### src/rtl/morse_pkg.sv
// Shared Morse definitions: code format, encoder states, timing constants and
// the ASCII-to-Morse lookup used by both the encoder and the decoder.
package morse_pkg;

   typedef struct packed {
      logic [2:0] len;
      logic [4:0] pattern;
   } morse_code_t;

   typedef struct packed {
      logic        valid;
      morse_code_t code;
   } morse_lookup_t;

   typedef enum logic [2:0] {
      ST_IDLE,
      ST_MARK,
      ST_ELEM_GAP,
      ST_CHAR_GAP,
      ST_WORD,
      ST_ERR
   } encoder_state_t;

   localparam logic [2:0] DOT_UNITS        = 3'd1;
   localparam logic [2:0] DASH_UNITS       = 3'd3;
   localparam logic [2:0] ELEM_GAP_UNITS   = 3'd1;
   localparam logic [2:0] CHAR_GAP_UNITS   = 3'd3;
   localparam logic [2:0] WORD_EXTRA_UNITS = 3'd4;

   // Pattern bit len-1 is the first element sent; 1 = dash, 0 = dot.
   function automatic morse_lookup_t ascii_to_morse(input logic [7:0] c);
      logic [7:0]  u;
      morse_code_t code;
      logic        ok;
      u    = (c >= 8'h61 && c <= 8'h7A) ? c - 8'h20 : c;
      ok   = 1'b1;
      code = '0;
      case (u)
         "A": code = {3'd2, 5'b00001};
         "B": code = {3'd4, 5'b01000};
         "C": code = {3'd4, 5'b01010};
         "D": code = {3'd3, 5'b00100};
         "E": code = {3'd1, 5'b00000};
         "F": code = {3'd4, 5'b00010};
         "G": code = {3'd3, 5'b00110};
         "H": code = {3'd4, 5'b00000};
         "I": code = {3'd2, 5'b00000};
         "J": code = {3'd4, 5'b00111};
         "K": code = {3'd3, 5'b00101};
         "L": code = {3'd4, 5'b00100};
         "M": code = {3'd2, 5'b00011};
         "N": code = {3'd2, 5'b00010};
         "O": code = {3'd3, 5'b00111};
         "P": code = {3'd4, 5'b00110};
         "Q": code = {3'd4, 5'b01101};
         "R": code = {3'd3, 5'b00010};
         "S": code = {3'd3, 5'b00000};
         "T": code = {3'd1, 5'b00001};
         "U": code = {3'd3, 5'b00001};
         "V": code = {3'd4, 5'b00001};
         "W": code = {3'd3, 5'b00011};
         "X": code = {3'd4, 5'b01001};
         "Y": code = {3'd4, 5'b01011};
         "Z": code = {3'd4, 5'b01100};
         "0": code = {3'd5, 5'b11111};
         "1": code = {3'd5, 5'b01111};
         "2": code = {3'd5, 5'b00111};
         "3": code = {3'd5, 5'b00011};
         "4": code = {3'd5, 5'b00001};
         "5": code = {3'd5, 5'b00000};
         "6": code = {3'd5, 5'b10000};
         "7": code = {3'd5, 5'b11000};
         "8": code = {3'd5, 5'b11100};
         "9": code = {3'd5, 5'b11110};
         default: ok = 1'b0;
      endcase
      return '{valid: ok, code: code};
   endfunction

endpackage

### src/rtl/morse_unit_timer.sv
// Interval timer: after start, done pulses on the last cycle of a
// units*UNIT_CYCLES interval. start reloads even while running.
module morse_unit_timer #(
   parameter int UNIT_CYCLES = 6000000,
   parameter int CNT_W       = $clog2(7 * UNIT_CYCLES)
) (
   input  logic       clk_100Mhz,
   input  logic       reset,
   input  logic       start,
   input  logic [2:0] units,
   output logic       done
);

   localparam logic [CNT_W-1:0] UNIT_W = CNT_W'(UNIT_CYCLES);

   logic [CNT_W-1:0] cnt;
   logic [CNT_W-1:0] target;
   logic             running;

   assign done = running && (cnt == target);

   always_ff @(posedge clk_100Mhz or negedge reset) begin
      if (!reset) begin
         cnt     <= '0;
         target  <= '0;
         running <= 1'b0;
      end else if (start) begin
         cnt     <= '0;
         target  <= CNT_W'(units) * UNIT_W - CNT_W'(1);
         running <= 1'b1;
      end else if (done) begin
         running <= 1'b0;
      end else if (running) begin
         cnt <= cnt + CNT_W'(1);
      end
   end

endmodule

### src/rtl/morse_encoder.sv
// ASCII-to-Morse transmitter: accepts one character over valid/ready and keys
// the output line with standard Morse element and gap timing.
module morse_encoder
   import morse_pkg::*;
#(
   parameter int UNIT_CYCLES = 6000000,
   parameter int CNT_W       = $clog2(7 * UNIT_CYCLES)
) (
   input  logic           clk_100Mhz,
   input  logic           reset,
   input  logic [7:0]     char_in,
   input  logic           char_valid,
   output logic           char_ready,
   output logic           key_out,
   output logic           busy,
   output logic           char_err,
   output encoder_state_t state_dbg
);

   // Handshake: a character transfers on a rising edge where char_valid and
   // char_ready are both high; char_ready depends only on the registered state.

   encoder_state_t state, state_n;
   logic [4:0]     pat_q, pat_n;
   logic [2:0]     idx_q, idx_n;
   logic           tmr_start;
   logic [2:0]     tmr_units;
   logic           tmr_done;
   morse_lookup_t  lk;
   logic [2:0]     first_idx;
   logic [2:0]     idx_dec;

   assign lk        = ascii_to_morse(char_in);
   assign first_idx = lk.code.len - 3'd1;
   assign idx_dec   = idx_q - 3'd1;

   morse_unit_timer #(
      .UNIT_CYCLES (UNIT_CYCLES),
      .CNT_W       (CNT_W)
   ) u_timer (
      .clk_100Mhz (clk_100Mhz),
      .reset      (reset),
      .start      (tmr_start),
      .units      (tmr_units),
      .done       (tmr_done)
   );

   always_comb begin
      state_n   = state;
      pat_n     = pat_q;
      idx_n     = idx_q;
      tmr_start = 1'b0;
      tmr_units = 3'd0;
      case (state)
         ST_IDLE: begin
            if (char_valid) begin
               if (char_in == 8'h20) begin
                  state_n   = ST_WORD;
                  tmr_start = 1'b1;
                  tmr_units = WORD_EXTRA_UNITS;
               end else if (lk.valid) begin
                  state_n   = ST_MARK;
                  pat_n     = lk.code.pattern;
                  idx_n     = first_idx;
                  tmr_start = 1'b1;
                  tmr_units = lk.code.pattern[first_idx] ? DASH_UNITS : DOT_UNITS;
               end else begin
                  state_n = ST_ERR;
               end
            end
         end
         ST_MARK: begin
            if (tmr_done) begin
               tmr_start = 1'b1;
               if (idx_q != 3'd0) begin
                  state_n   = ST_ELEM_GAP;
                  tmr_units = ELEM_GAP_UNITS;
               end else begin
                  state_n   = ST_CHAR_GAP;
                  tmr_units = CHAR_GAP_UNITS;
               end
            end
         end
         ST_ELEM_GAP: begin
            if (tmr_done) begin
               state_n   = ST_MARK;
               idx_n     = idx_dec;
               tmr_start = 1'b1;
               tmr_units = pat_q[idx_dec] ? DASH_UNITS : DOT_UNITS;
            end
         end
         ST_CHAR_GAP, ST_WORD: begin
            if (tmr_done) state_n = ST_IDLE;
         end
         ST_ERR:  state_n = ST_IDLE;
         default: state_n = ST_IDLE;
      endcase
   end

   always_ff @(posedge clk_100Mhz or negedge reset) begin
      if (!reset) begin
         state   <= ST_IDLE;
         pat_q   <= '0;
         idx_q   <= '0;
         key_out <= 1'b0;
      end else begin
         state   <= state_n;
         pat_q   <= pat_n;
         idx_q   <= idx_n;
         key_out <= (state_n == ST_MARK);
      end
   end

   assign char_ready = (state == ST_IDLE);
   assign busy       = (state != ST_IDLE);
   assign char_err   = (state == ST_ERR);
   assign state_dbg  = state;

endmodule

### config.mk
export PLATFORM = sky130hd
export DESIGN_NAME = morse_encoder
export DESIGN_NICKNAME = d
export VERILOG_FILES = /design/src/rtl/morse_pkg.sv /design/src/rtl/morse_unit_timer.sv /design/src/rtl/morse_encoder.sv
export SDC_FILE = /design/constraint.sdc
export NUM_CORES = 1
export LEC_CHECK = 0
export BUFFER_PORTS_ARGS = -buffer_cell sky130_fd_sc_hd__buf_2
export CELL_PAD_IN_SITES_DETAIL_PLACEMENT = 1
export CELL_PAD_IN_SITES_GLOBAL_PLACEMENT = 1
export CORE_MARGIN = 2
export CORE_UTILIZATION = 52
export DETAILED_ROUTE_END_ITERATION = 8
export GPL_ROUTABILITY_DRIVEN = 1
export PLACE_DENSITY_LB_ADDON = 0.1
export RECOVER_POWER = 50
export SKIP_CTS_REPAIR_TIMING = 1
export SYNTH_ARGS = -nofsm -noshare
export SYNTH_HDL_FRONTEND = slang
export SYNTH_HIERARCHICAL = 1
export SYNTH_SLANG_ARGS = --single-unit
### constraint.sdc
create_clock -name clk_100Mhz -period 11.8 [get_ports clk_100Mhz]
set_input_delay 1.77 -clock clk_100Mhz [delete_from_list [all_inputs] [get_ports clk_100Mhz]]
set_output_delay 1.77 -clock clk_100Mhz [all_outputs]
set_load 0.05 [all_outputs]
==> results of run 1 <==
==> layer usage <==
| layer | wire length [um] | up-vias | GRT usage (%) |
|---|---|---|---|
| met2 | 6487 | 69 | 47.45 |
| met1 | 5703 | 2048 | 36.00 |
| met3 | 324 | 25 | 3.373 |
| met4 | 267 | 0 | 9.905 |
| li1 | - | 1970 | - |
| met5 | 0 | - | 0 |
==> sequential cells by signal (all words and copies together), names as in the netlist <==
| register | count |
|---|---|
| idx_q | 3 |
| key_out | 1 |
| pat_q | 5 |
| state_dbg | 3 |
| u_timer/cnt | 26 |
| u_timer/running | 1 |
| u_timer/target | 19 |
==> through the flow <==
stage          cells  worst slack, ns  hold WS [ns]  total power [mW]  instance area (um^2)
4_1_cts          668            4.259        0.4839            0.4438                  5026
3_5_place_dp     652            3.971        0.4698            0.2385                  4802
2_1_floorplan    554            4.692        0.4394            0.2265                  4705
6_report         668            4.239        0.4814            0.4399                  5019
5_1_grt          668            3.786        0.5180            0.4555                  5019
3_3_place_gp     652            4.308        0.4550            0.2372                  4802
==> cell type report <==
class	count	area, um^2	area share (%)
inverter	22	82.58	1.645
clock inverter	3	45.04	0.8975
multi-input combinational	445	3033	60.43
tap	108	135.1	2.693
clock buffer	13	178.9	3.565
sequential	58	1451	28.92
timing repair buffer	19	92.59	1.845
==> path summary, 6_finish.rpt <==
| kind | cells past startpoint | startpoint | slack [ns] | endpoint |
|---|---|---|---|---|
| min | 2 | pat_q[0] | 0.48 | pat_q[0] |
| max | 23 | char_in[5] | 4.24 | u_timer/target[19] |
| min reg2reg | 2 | pat_q[0] | 0.48 | pat_q[0] |
| max reg2reg | 16 | u_timer/cnt[2] | 5.85 | u_timer/target[19] |
| min in group asynchronous | 2 | reset | 2.58 | u_timer/cnt[4] |
| max in group asynchronous | 2 | reset | 7.43 | pat_q[0] |
==> worst max-delay path, stage by stage <==
cell       delay, ns
buf_2           0.14
inv_1           0.10
ha_1            0.32
o21ai_0         0.45
o211ai_1        0.27
a21oi_1         0.22
a311oi_1        0.11
ha_1            0.26
or4_4           0.55
a22o_1          0.23
o211ai_2        0.43
inv_1           0.16
ha_1            0.32
inv_1           0.08
ha_1            0.31
fa_1            0.45
a21o_1          0.20
a21oi_2         0.17
xor2_2          0.29
nand4_4         0.19
a2111oi_4       0.39
xnor2_1         0.10
mux2_4          0.25
==> cells in the final DEF, fill, tap and decap left out, types with 8 or more instances in the layout <==
master    instances
nor3_1           20
a21oi_1          31
clkbuf_8         13
o21ai_0          25
nand3_1          17
nand4_1           8
dfrtp_1          58
nand2_1          46
nor2_1           64
inv_1            21
ha_1             18
xnor2_1          33
xor2_1           25
buf_2            14
nor4_1           16
==> cell usage after synthesis (all sizes together), types with 2 or more instances <==
master   count  share of area [%]
o2111ai      2               0.37
a311oi       2               0.37
a211oi       2               0.32
a2111oi      2               0.77
nand2       46                3.7
or2          7               0.93
mux2i        5                1.1
a21oi       32                3.5
o21ai       28                3.3
ha          18                4.8
clkbuf      17                1.4
nand3       17                1.8
mux2         5                1.3
inv         21                1.7
and3         8                1.1
or3          7               0.93
o22ai        6               0.93
a31oi        6               0.80
nor3        20                2.1
nand2b       7               0.93
o21a         2               0.32
buf         12                1.6
dfrtp       58                 31
or4          4               0.80
nor4b        4               0.74
nand3b       4               0.64
nor4        16                2.1
nor2        65                5.2
and2         5               0.66
fa           5                2.1
xor2        26                5.0
o31a         2               0.37
mux4         2               0.96
o31ai        2               0.32
xnor2       33                6.1
o211ai       9                1.6
nand4        9                1.5
a21o         6               0.98
nor2b        7               0.93
and4         2               0.37
nor3b        4               0.74
==> cells by family after synthesis <==
logic type      count (synthesis)  synth area share (%)
simple gates                  236                 26.20
compound gates                114                 16.44
xor+xnor                       60                 11.62
flops                          58                 30.85
buf+inv                        51                 4.681
fa+ha+maj                      23                 6.915
mux                            12                 3.298
==> power breakdown <==
group / internal, mW / total [mW] / switching (mW)
logic: 0.0112 / 0.0352 / 0.0240
clock network: 0.121 / 0.205 / 0.0847
registers: 0.199 / 0.199 / 0.000273
total: 0.331 / 0.440 / 0.109
==> metrics.cfg, run 1 <==
[outcome]
status = finished with violations
violations = capacitance limit, slew limit

[pwr]
leakagePower_nw = 2.162
irDropWorstVdd_v = 0.00005419
p_per_area_nw_per_um2 = 87.65

[layout]
nFillCells = 1053
layout.nets = 589
area_growth_pct = 6.675
drive_gt1_share_pct = 11.43
diodes = 0
utilization_pct = 57.27

[clock_tree]
htreeDepth = 3
cts_inserted_buffers = 9
cts_tree = yes
clockRootBuffer = clkbuf_8
clkTransAtPathRegs_ns = 0.07
clk_path_buf_depth = 2
cts_sinks = 58
clkLatencyLatePin_ns = 0.34

[timing]
slew_violations = 59
post-route-period-util_pct = 64.08
fmax_mhz = 132.3
fin_worst_skew_ns = 0.01141
period_needed_ns = 7.561
setup_tns_ns = 0
rsz0062_at_grt = false
hold_viol_final = 0
max_slew_margin_pct = -111.3
worstMarginPinSlew_ns = 3.170
setup_viol = 0

[yosys]
async_flop_share_pct = 100.0
netlist_area_um2 = 4705
syn_inst = 554
yosysSeqAreaShare_pct = 30.85
ys_types = 79
avgSynthCellArea_um2 = 8.492
synth_seq_cells = 58
synth_edf_count = 0
yosys_most_used_dff = dfrtp_1
synth_nets = 588
synth_warnings = 6

[die]
rows = 34
core_um2 = 8763
die_x_um = 99.12
ios = 18
initial_core_util_pct = 53.68
die_h_um = 99.12
die_area_um2 = 9824

[drt]
drc = 0
drtAntennaViolNets = 0
drt-initial-drc-count = 148
wirelength_um = 12780
drt-vias-per-instance = 6.156
first_pass_iters = 4
num_vias = 4112
wl_per_cell_um = 19.14

[global_route]
grt_use_total_pct = 27.62
antenna_found_initial = 0
grt_pass1_wl_um = 21790
grt_max_degree = 62
grt_overflow_total = 0
grt_pass1_vias = 4393

[job]
maxCapViolCount = 1

[setup_path]
endpoint_kind = flip-flop
crit_fanout = 8
cp.arrival_ns = 7.79
crit_path_start_kind = primary input
cp.required_ns = 12.03
worstSetupPathType = primary input to flip-flop

[min_path]
hold_path_class = flip-flop to flip-flop

[place]
port_buffers = 17
dp_hpwl_um = 9086
routabilityCongestion = 0.9135

Note: power is estimated with default switching activity, not from simulation.
==> run 2, diff against run 1 <==
Settings changed: ABC_AREA from default to 1, CORE_UTILIZATION 52 to 42.
Clock period 11.8 ns to 6.9 ns, I/O delays scaled along.
==> run 2 against run 1 <==
Against the previous run:
- the run still ends with capacitance limit, slew limit left
- synthesized cell count grew 47%
- non-clock buffer count grew 1
- worst setup slack lost 3.2 ns
- final cell count grew 49%
- final area grew 18%
- via count grew 28%
==> metrics.cfg, run 2 <==
[outcome]
status = finished with violations
violations = capacitance limit, slew limit

[global_route]
grt_pass1_vias = 5639  ; +28%
grt_max_degree = 59  ; -4.8%
grt_use_total_pct = 24.53  ; -3.1 points
grt_overflow_total = 0  ; unchanged
grt_pass1_wl_um = 27960  ; +28%
antenna_found_initial = 0  ; unchanged

[timing]
setup_ws_ns = 1.074  ; -3.164 ns
period_needed_ns = 5.826
fin_worst_skew_ns = 0.008681  ; -0.002733 ns
post-route-period-util_pct = 84.43
setup_tns_ns = 0  ; unchanged
max_slew_margin_pct = -107.8  ; +3.5 points
setup_viol = 0  ; unchanged
worstMarginPinSlew_ns = 3.117  ; -0.05213 ns
hold_viol_final = 0  ; unchanged
whs_ns = 0.4768  ; -0.004594 ns
slew_violations = 59  ; unchanged
rsz0062_at_grt = false
fmax_mhz = 171.7

[yosys]
synth_largest_area_cell = dfrtp_1
ys_top_cells_by_count = 213 x nand2_1, 117 x nor2_1, 89 x inv_1
synth.area.top_cells = dfrtp_1 27%, nand2_1 15%, nor2_1 8.0%
avgSynthCellArea_um2 = 6.723  ; -21%
yosysSeqAreaShare_pct = 26.52  ; -4.3 points
synth.top_cell.area_share_pct = 26.52  ; -4.3 points
yosysMostFrequentCell = nand2_1
yosys_most_used_dff = dfrtp_1
netlist_area_um2 = 5473  ; +16%
synth_warnings = 6  ; unchanged
synth_edf_count = 0  ; unchanged
async_flop_share_pct = 100.0  ; unchanged
ys_types = 49  ; -38%
synth_seq_cells = 58  ; unchanged
synth_nets = 848  ; +44%
syn_inst = 814  ; +47%

[min_path]
min_from = idx_q[1]
whs_path_depth = 2  ; unchanged
min_to = idx_q[1]
hold_path_class = flip-flop to flip-flop

[setup_path]
rrSetupSlack_ns = 1.74  ; -4.11 ns
worst_path_largest_cell_delay_ns = 0.47  ; -0.08 ns
cp_common_cell = nand2_1
r2r-end = u_timer/target[25]
critPathSlowestCell = fa_1
cp.arrival_ns = 6.09  ; -1.70 ns
r2r_cells = 24  ; +8
endpoint_kind = flip-flop
crit_fanout = 26  ; +18
worstSetupPathType = primary input to flip-flop
crit_path_start_kind = primary input
cp.required_ns = 7.17  ; -4.86 ns
reg2reg_from = u_timer/cnt[2]

[drt]
drtAntennaViolNets = 0  ; unchanged
drt-initial-drc-count = 235  ; +59%
drc = 0  ; unchanged
wirelength_um = 16160  ; +26%
num_vias = 5258  ; +28%
wl_per_cell_um = 16.28  ; -15%
first_pass_iters = 4  ; unchanged
drt-vias-per-instance = 5.295  ; -14%

[layout]
final_cell_mix = 213 x nand2_1, 117 x nor2_1, 89 x inv_1
top_regs = u_timer/cnt x26, u_timer/target x19, pat_q x5
final_cell_area_um2 = 5927  ; +18%
diodes = 0  ; unchanged
final_cell_count_no_fill = 993  ; +49%
drive_gt1_share_pct = 10.23  ; -1.2 points
mostFrequentLayoutCell = nand2_1
largest_reg_flops = 26  ; unchanged
top_register = u_timer/cnt
area_growth_pct = 8.299
layout.nets = 851  ; +44%

[clock_tree]
clockRootBuffer = clkbuf_16
cts_tree = yes
clk_path_buf_depth = 2  ; unchanged
clkLatencyLatePin_ns = 0.33  ; about the same
cts_sinks = 58  ; unchanged
cts_inserted_buffers = 9  ; unchanged
htreeDepth = 3  ; unchanged
clkTransAtPathRegs_ns = 0.05  ; -0.02 ns

[place]
dp_hpwl_um = 12480  ; +37%
routabilityCongestion = 0.9470  ; +3.7%
dpl_cell_area_um2 = 5618  ; +17%
place_ws_ns = 0.7367  ; -3.234 ns
dpl.cell_count = 978  ; +50%
port_buffers = 17  ; unchanged

[job]
maxCapViolCount = 1  ; unchanged

[die]
die_area_um2 = 13960  ; +42%
die_h_um = 118.2  ; +19%
rows = 41  ; +21%
die_x_um = 118.2  ; +19%
core_um2 = 12670  ; +45%
ios = 18  ; unchanged
initial_core_util_pct = 43.19  ; -10 points

[pwr]
irDropWorstVdd_v = 0.0001321  ; +140%
leakagePower_nw = 2.987  ; +38%
p_per_area_nw_per_um2 = 260.6  ; +200%

[run 2: cell types whose count changed in the layout (fill, tap and decap cells not counted), sizes merged, moves of 7 or more]
cell,before,now
a21oi,32,12
and3,8,1
inv,21,93
nand2,46,224
nand2b,7,0
nand3,17,95
nand4,9,35
nor2,65,130
nor2b,7,0
nor4,16,2
or3,7,0
xor2,26,15
[run 2: routing by layer]
layer  global-route usage [%]  wire, um  up-vias
met4                    9.187       344        0
li1                         -         -     2623
met1                    30.64      7428     2542
met3                    2.799       305       25
met5                        0         0        -
met2                    43.28      8085       68
[run 2: cell families after synthesis]
family | synth area share (%)
and+or+nand+nor | 43.71
adders and majority gates | 5.944
muxes | 0.1829
xor gates and xnor gates | 7.042
buffers and inverters | 9.625
AOI/OAI and AO/OA | 6.973
DFF | 26.52
[run 2: layout make-up]
cell class                 count  area (um^2)
inverter                      93        349.1
timing repair buffer          20        101.3
clock inverter                 4        75.07
multi-input combinational    635         3482
clock buffer                  11        252.7
sequential                    58         1451
tap                          172        215.2
fill                        1706         6744
[run 2: stage by stage]
| stage | total power, mW | utilization [%] |
|---|---|---|
| global route | 1.659 | 46.78 |
| finish | 1.545 | 46.78 |
| global placement | 1.036 | 44.34 |
| CTS | 1.564 | 46.92 |
| detailed placement | 1.062 | 44.34 |
| floorplan | 0.9208 | - |
[run 2: critical path: cells and delay by family]
| kind | cells | cell delay (ns) |
|---|---|---|
| AO/OA/AOI/OAI | 1 | 0.08 |
| AND/OR/NAND/NOR | 20 | 2.64 |
| adder cells (fa/ha/maj) | 5 | 1.68 |
| buffers and inverters | 6 | 0.64 |
[run 2: how the worst max path moves through the flow]
stage | startpoint | slack [ns] | end
2_1_floorplan | state_dbg[0] | 1.21 | u_timer/target[25]
3_3_place_gp | char_in[0] | 0.97 | u_timer/target[25]
3_5_place_dp | char_in[5] | 0.74 | u_timer/target[25]
4_1_cts | char_in[5] | 1.07 | u_timer/target[25]
5_1_grt | char_in[5] | 0.42 | u_timer/target[25]
6_report | char_in[5] | 1.07 | u_timer/target[25]
[run 2: power breakdown]
group,internal (mW),switching [mW],leakage (nW)
clock,0.333,0.154,0.154
combinational,0.185,0.347,2.11
sequential,0.434,0.0911,0.725
==> run 3, diff against run 2 <==
Settings changed: ABC_AREA 1 to 0, CORE_UTILIZATION 42 to 44.
Clock period 6.9 ns to 4.93 ns, I/O delays scaled along.
==> run 3 against run 2 <==
Against the previous run:
- non-clock buffer count increased by 111
- the run ends with capacitance limit, slew limit, setup timing left
- global-route usage increased by 2.0 points
- clock power increased by 4%
- worst setup slack lost 1.3 ns
- register-to-register slack worse by 1.5 ns
- critical path type unchanged
- critical path depth down 9
- final area increased by 4.5%
==> metrics.cfg, run 3 (synthesis gave the netlist of run 1 again) <==
[setup_path]
timing.critical_path.buf_inv = 5  ; -1
critPathSlowestCell = or4_4
cp.arrival_ns = 5.36  ; -0.73 ns
crit_fanout = 4  ; -85%
crit_path_start_kind = primary input
path_delay_family = compound AO/OA/AOI/OAI gates
endpoint_kind = flip-flop
worstSetupPathType = primary input to flip-flop
rrSetupSlack_ns = 0.22  ; -1.52 ns
path_cells = buf_6, buf_6, nor2b_1, buf_4, nand2_1, o22ai_1, a311oi_2, ha_2, or4_4, buf_4, nand4_1, o211ai_4, buf_4, ha_1, ha_4, fa_2, a21o_1, a21oi_2, xor2_2, nand4_4, a2111oi_4, xnor2_1, mux2_4
r2r_cells = 17  ; -29%
cp_common_cell = buf_4
path_depth = 23  ; -28%
worst_path_largest_cell_delay_ns = 0.51  ; +0.04 ns
cp.required_ns = 5.18  ; -1.99 ns

[layout]
diodes = 0  ; unchanged
mostFrequentLayoutCell = buf_4
layout.nets = 701  ; -18%
final_cell_mix = 109 x buf_4, 58 x nor2_1, 58 x dfrtp_1
final_cell_area_um2 = 6196  ; +4.5%
area_growth_pct = 31.70
drive_gt1_share_pct = 33.18  ; +23 points
largest_reg_flops = 26  ; unchanged
top_register = u_timer/cnt
top_regs = u_timer/cnt x26, u_timer/target x19, pat_q x5

[timing]
fmax_mhz = 195.5
rsz0062_at_grt = true
post-route-period-util_pct = 103.7
fin_worst_skew_ns = 0.008105  ; -0.0005757 ns
setup_viol = 5  ; +5
worstMarginPinSlew_ns = 3.058  ; -0.05913 ns
period_needed_ns = 5.115
whs_ns = 0.4929  ; +0.01616 ns
hold_viol_final = 0  ; unchanged
slew_violations = 59  ; unchanged
max_slew_margin_pct = -103.9  ; +3.9 points
setup_ws_ns = -0.1848  ; -1.259 ns

[die]
die_h_um = 107.4  ; -9.1%
ios = 18  ; unchanged
initial_core_util_pct = 45.37  ; +2.2 points
die_x_um = 107.4  ; -9.1%
core_um2 = 10370  ; -18%
rows = 37  ; -9.8%
die_area_um2 = 11530  ; -17%

[min_path]
hold_path_class = flip-flop to flip-flop
whs_path_depth = 2  ; unchanged

[drt]
num_vias = 4592  ; -13%
drt-vias-per-instance = 5.683  ; +7.3%
wirelength_um = 15070  ; -6.8%
wl_per_cell_um = 18.65  ; +15%
drtAntennaViolNets = 0  ; unchanged
first_pass_iters = 4  ; unchanged
drc = 0  ; unchanged
drt-initial-drc-count = 295  ; +26%

[clock_tree]
cts_sinks = 58  ; unchanged
htreeDepth = 3  ; unchanged
cts_tree = yes
clk_path_buf_depth = 2  ; unchanged
clockRootBuffer = clkbuf_8
clkTransAtPathRegs_ns = 0.07  ; +0.02 ns
cts_inserted_buffers = 9  ; unchanged
clkLatencyLatePin_ns = 0.36  ; +0.03 ns

[pwr]
p_per_area_nw_per_um2 = 181.1  ; -31%
irDropWorstVdd_v = 0.0001622  ; +23%
finalPower_mw = 1.122  ; -27%
leakagePower_nw = 2.761  ; -7.6%

[place]
routabilityCongestion = 0.9244  ; -2.4%
dpl_cell_area_um2 = 5674  ; +1.0%
port_buffers = 17  ; unchanged
dp_hpwl_um = 10800  ; -13%

[global_route]
grt_pass1_wl_um = 24170  ; -14%
grt_overflow_total = 0  ; unchanged
antenna_found_initial = 0  ; unchanged
grt_max_degree = 59  ; unchanged
grt_use_total_pct = 26.48  ; +2.0 points
grt_pass1_vias = 4802  ; -15%

[outcome]
violations = capacitance limit, slew limit, setup timing
status = finished with violations

[job]
maxCapViolCount = 1  ; unchanged

==> run 3: cell count changes in the layout (fill, tap and decap cells not counted), sizes merged, moves of 14 or more <==
cell,previous run,this run
inv,93,22
nand3,95,17
nand2,224,46
a21oi,12,32
buf,17,130
nor2,130,65
nor4,2,16
nand4,35,9
==> run 3: worst paths after layout <==
check,startpoint,to
min,pat_q[0],pat_q[0]
max,char_in[6],u_timer/target[19]
min reg2reg,pat_q[0],pat_q[0]
min in group asynchronous,reset,u_timer/target[16]
max reg2reg,u_timer/cnt[23],u_timer/target[19]
max in group asynchronous,reset,state_dbg[1]
==> run 3: report_power, final <==
part           switching [mW]  internal, mW
clock                   0.209         0.299
combinational          0.0745        0.0632
sequential           0.000676         0.477
total                   0.284         0.839
==> run 3: layer usage <==
metal	up-vias	routed length, um	track usage, %
met3	18	400	3.874
met5	-	0	0
met2	71	7739	46.25
met1	2307	6739	33.91
met4	0	191	7.967
li1	2196	-	-
==> run 3: area by class of cell <==
type	instances	area, um^2
Fill cell	1234	4174
Multi-Input combinational cell	445	3298
Sequential cell	58	1451
Timing Repair Buffer	131	964.7
Tap cell	136	170.2
Clock buffer	10	137.6
Clock inverter	6	88.84
Inverter	22	85.08
==> run 3: tightest hold or removal path, stage by stage (launching register included) <==
cell and delay (ns):
dfrtp_1 0.35, nand2_1 0.05, o21ai_0 0.06
==> run 3: stage by stage <==
step / instances / TNS, ns / utilization [%] / worst slack [ns]
finish: 808 / -0.4932 / 59.75 / -0.1848
global route: 808 / -1.651 / 59.75 / -0.3247
CTS: 800 / -0.7781 / 56.90 / -0.1792
detailed placement: 784 / -4.674 / 54.72 / -0.5587
global placement: 784 / -3.059 / 54.72 / -0.3986
floorplan: 554 / -2.506 / - / -0.4953
